[config.mk]
export PLATFORM = sky130hd
export DESIGN_NAME = power_emu_seq
export DESIGN_NICKNAME = d
export VERILOG_FILES = /design/src/rtl/power_emu_seq.sv
export SDC_FILE = /design/constraint.sdc
export NUM_CORES = 1
export LEC_CHECK = 0
export CAP_MARGIN = 10
export CORE_UTILIZATION = 40
export CTS_CLUSTER_DIAMETER = 100
export DETAILED_ROUTE_END_ITERATION = 8
export PLACE_DENSITY = 0.84
export RECOVER_POWER = 100
export SETUP_SLACK_MARGIN = 0.02
export SLEW_MARGIN = 0
export SYNTH_ARGS = -nofsm -noshare
export SYNTH_HDL_FRONTEND = slang
export SYNTH_SLANG_ARGS = --single-unit
[constraint.sdc]
create_clock -name clk -period 4.9 [get_ports clk]
set_input_delay 0.735 -clock clk [delete_from_list [all_inputs] [get_ports clk]]
set_output_delay 0.735 -clock clk [all_outputs]
set_load 0.05 [all_outputs]
[src/rtl/power_emu_seq.sv]
// rtl/power_emu_seq.sv - run sequencer between the emulator register file and the compute core
// Turns a level start bit into a one-cycle core launch, supervises the run and captures the result.
module power_emu_seq #(
    parameter int BITS    = 32,
    parameter int CGES    = 13,
    parameter int TIMEOUT = 1024
) (
    input  logic             clk,
    input  logic             reset_n,
    input  logic             cmd_start,
    input  logic             cmd_clear,
    output logic             core_start,
    input  logic             core_done,
    input  logic [BITS+3:0]  core_result,
    output logic [31:0]      res_hi,
    output logic [31:0]      res_lo,
    output logic             busy,
    output logic             done,
    output logic             timeout_err,
    output logic             irq,
    output logic [31:0]      cycle_count
);

    if (BITS + 4 > 64 || TIMEOUT < 2 || CGES < 1) begin : g_param_check
        $error("power_emu_seq: unsupported parameter set");
    end

    typedef enum logic [1:0] {S_IDLE, S_LAUNCH, S_WAIT, S_DONE} state_t;

    state_t      state_q, state_d;
    logic        start_q;
    logic        core_start_q, core_start_d;
    logic        busy_q, busy_d;
    logic        done_q, done_d;
    logic        timeout_q, timeout_d;
    logic        irq_q, irq_d;
    logic [31:0] res_hi_q, res_hi_d;
    logic [31:0] res_lo_q, res_lo_d;
    logic [31:0] count_q, count_d;

    logic        start_edge;
    logic        timeout_hit;
    logic [63:0] result_ext;

    assign start_edge  = cmd_start & ~start_q;
    assign timeout_hit = (count_q == 32'(TIMEOUT - 1));
    assign result_ext  = 64'(core_result);

    always_ff @(posedge clk) begin
        if (!reset_n) begin
            state_q      <= S_IDLE;
            start_q      <= 1'b0;
            core_start_q <= 1'b0;
            busy_q       <= 1'b0;
            done_q       <= 1'b0;
            timeout_q    <= 1'b0;
            irq_q        <= 1'b0;
            res_hi_q     <= '0;
            res_lo_q     <= '0;
            count_q      <= '0;
        end else begin
            state_q      <= state_d;
            start_q      <= cmd_start;
            core_start_q <= core_start_d;
            busy_q       <= busy_d;
            done_q       <= done_d;
            timeout_q    <= timeout_d;
            irq_q        <= irq_d;
            res_hi_q     <= res_hi_d;
            res_lo_q     <= res_lo_d;
            count_q      <= count_d;
        end
    end

    // Clear always outranks everything else, including a simultaneous start edge.
    always_comb begin
        state_d = state_q;
        case (state_q)
            S_IDLE:   if (start_edge && !cmd_clear) state_d = S_LAUNCH;
            S_LAUNCH: state_d = S_WAIT;
            S_WAIT: begin
                if (cmd_clear)        state_d = S_IDLE;
                else if (core_done)   state_d = S_DONE;
                else if (timeout_hit) state_d = S_DONE;
            end
            S_DONE: begin
                if (cmd_clear)       state_d = S_IDLE;
                else if (start_edge) state_d = S_LAUNCH;
            end
            default:  state_d = S_IDLE;
        endcase
    end

    // Outputs are derived from the next state so every port comes straight from a flop.
    always_comb begin
        core_start_d = (state_d == S_LAUNCH);
        busy_d       = (state_d == S_LAUNCH) || (state_d == S_WAIT);
        done_d       = (state_d == S_DONE);
        irq_d        = (state_d == S_DONE) && (state_q != S_DONE);
        timeout_d    = timeout_q;
        res_hi_d     = res_hi_q;
        res_lo_d     = res_lo_q;
        count_d      = count_q;

        if (state_d != S_DONE) begin
            timeout_d = 1'b0;
        end else if (state_q == S_WAIT) begin
            timeout_d = ~core_done;
        end

        if (state_q == S_WAIT && state_d == S_DONE && core_done) begin
            res_hi_d = result_ext[63:32];
            res_lo_d = result_ext[31:0];
        end

        if (state_d == S_LAUNCH) begin
            count_d = '0;
        end else if (state_q == S_WAIT && count_q != 32'hFFFF_FFFF) begin
            count_d = count_q + 32'd1;
        end
    end

    assign core_start  = core_start_q;
    assign busy        = busy_q;
    assign done        = done_q;
    assign timeout_err = timeout_q;
    assign irq         = irq_q;
    assign res_hi      = res_hi_q;
    assign res_lo      = res_lo_q;
    assign cycle_count = count_q;

endmodule

==> impl_metrics.yaml <==
final_layout:
  design_area_mm2: 0.00483
  area_growth_pct: 38.0
  layout.nets: 574
  antennaDiodeCount: 0
  drive_above_1_share_pct: 4.49
sta:
  fin_crit_sh_pct: 77.0
  slew_viol_final: 0
  tns_ns: 0
  relSlewSlack_pct: 2.53
  finalWorstSetupSlack_ns: 1.13
  fin_crit_ns: 3.77
  setup_viol: 0
  hold_viol_final: 0
  rsz0062_at_grt: "false"
  max_freq_mhz: 265
  clock_skew_ns: 0.00952
  worst_pin_slew_ns: 1.46
setup_path:
  r2r-end: "res_lo[31]"
  reg2reg_from: "cycle_count[0]"
  r2r_slack_ns: 1.13
  endpoint: "res_lo[31]"
  end_kind: "flip-flop"
  crit_arrival_ns: 4.02
  start_kind: "flip-flop"
  rr_worst_depth: 10
  cp-startpoint: "cycle_count[0]"
  required_ns: 5.14
  critPathMaxFanout: 27
  critical_path_class: "reg -> reg"
route:
  drt_iter0_drc: 80
  vias_per_cell: 5.13
  vias: 3279
  wl_per_cell_um: 13.4
  ant_nets: 0
  drt_pass1_iterations: 4
  routed_wl_um: 8590
  post-route-drc-count: 0
synth:
  synthTopCellsByArea: "dfxtp_1 43%, nand2_1 9.9%, a21boi_0 7.9%"
  synth-seq-cells: 76
  synth_common_cells: "92 x nand2_1, 76 x dfxtp_1, 37 x a21boi_0"
  synth_flop_cell: "dfxtp_1"
  synth_top_area_share_pct: 43.4
  yosys.area.top_type: "dfxtp_1"
  synth-async-reset-ratio_pct: 0
  netlist_instances: 421
  synth_cell_type_count: 41
  ys_seq_area_share_pct: 43.4
  yosysMostFrequentCell: "nand2_1"
  yosys_warnings: 0
  synth_edf_count: 0
  syn_area_mm2: 0.00350
  synth_area_per_cell_um2: 8.32
clocking:
  cts_setup_buffers: 0
  cts.sinks: 76
  htreeDepth: 3
  numCtsBuffers: 9
  clkTransAtPathRegs_ns: 0.07
  cts.path.max_buffers: 2
  cts_hold_buffers: 0
  cts-root-buf: "clkbuf_8"
  clk-insertion-delay-late_ns: 0.34
  cts_resized: 0
  cts_tree: "yes"
grt:
  grt_max_degree: 46
  overflow: 0
  antenna_found_initial: 0
  grt_use_total_pct: 18.3
  grt_pass1_vias: 2925
  grt_pass1_wl_um: 13200
pwr:
  peakVddDrop_v: 0.000142
  report.power.total_mw: 1.32
  power_density_mw_per_mm2: 273
  leakage_nw: 1.85
place:
  dpl-instance-area_mm2: 0.00459
  dpl.hpwl_um: 6160
  pre_cts_ws_ns: 1.29
  gp_congestion: 0.818
  io_buffers: 113
die:
  coreArea_mm2: 0.00834
  die_h_um: 95.6
  start_util_pct: 42.0
  dieArea_mm2: 0.00913
  rows: 33
  die_w_um: 95.6
  ios: 142
outcome:
  status: "finished, final reports clean"
worst_hold_path:
  holdCritPathClass: "reg -> reg"
run:
  maxCapViolCount: 0
worst min-delay path by stage:
stage	startpoint	cells past startpoint	to	slack (ns)
floorplan	state_q[1]	1	irq	0.48
global placement	res_hi[1]	2	res_hi[1]	0.45
detailed placement	res_lo[5]	2	res_lo[5]	0.46
CTS	res_lo[5]	2	res_lo[5]	0.47
global route	res_lo[1]	2	res_lo[1]	0.48
finish	res_lo[5]	2	res_lo[5]	0.46
cell usage in the layout, fill, tap and decap left out, types with 8 or more instances in the layout:
| cell type | count |
|---|---|
| a21boi_0 | 37 |
| a21oi_1 | 26 |
| clkbuf_8 | 10 |
| clkdlybuf4s50_1 | 39 |
| conb_1 | 28 |
| dfxtp_1 | 76 |
| dlygate4sd3_1 | 74 |
| inv_1 | 9 |
| nand2_1 | 92 |
| nand3_1 | 14 |
| nand4_1 | 8 |
| nor2_1 | 9 |
| o21ai_0 | 12 |
| o31ai_1 | 11 |
| or3_1 | 16 |
| or4_1 | 13 |
cells by family (layout without fill, tap and decap cells):
group           count (synthesis)  after routing  synth area share, %
other cells                     1             28                0.107
mux                             2              2                0.572
buf+inv                        57            143                 9.61
simple gates                  181            181                 25.5
flops                          76             76                 43.4
fa+ha+maj                       4              4                 1.43
xor+xnor                        3              3                0.750
compound gates                 97             97                 18.5
registers in the layout, summed over array words and instances, names as in the netlist:
register,flops
irq,1
timeout_err,1
start_q,1
done,1
core_start,1
res_lo,32
cycle_count,32
res_hi,4
state_q,2
busy,1
power by group:
part,internal [mW],switching [mW],total (mW)
Sequential,0.620,0.00177,0.622
Combinational,0.0400,0.0792,0.119
Clock,0.352,0.228,0.580
Total,1.01,0.309,1.32
routing by layer:
metal	vias to the layer above	global-route usage [%]	part of all wire, %	wire length (µm)
li1	1639	-	-	-
met1	1521	21.9	44	3810
met2	113	32.2	47	4060
met3	6	4.39	7.7	662
met4	0	5.97	0.64	55
met5	-	0	0	0
per-stage QoR:
step	hold slack [ns]	std cells	utilization (%)
6_report	0.464	639	58.0
5_1_grt	0.483	639	58.0
4_1_cts	0.466	638	58.1
3_5_place_dp	0.456	622	55.1
3_3_place_gp	0.449	622	55.1
2_1_floorplan	0.478	448	-
worst max-delay path, stage by stage (launching register included):
cell and delay [ns]:
dfxtp_1 0.43, ha_1 0.25, nand2_1 0.10, nor3_1 0.26
nand4_1 0.17, a311oi_1 0.53, ha_1 0.29, and3_1 0.40
clkbuf_1 0.88, nand2_1 0.14, a21boi_0 0.22
final cells by class:
cell class              instances  area, µm²
clock buffers                  10        138
clock inverters                 6        111
fillers                       746       3510
inverters                       9       33.8
multi-input cells             315       1740
flip-flops and latches         76       1520
well taps                     105        131
repair buffers                118       1160
Power figures use the tool's default switching activity.
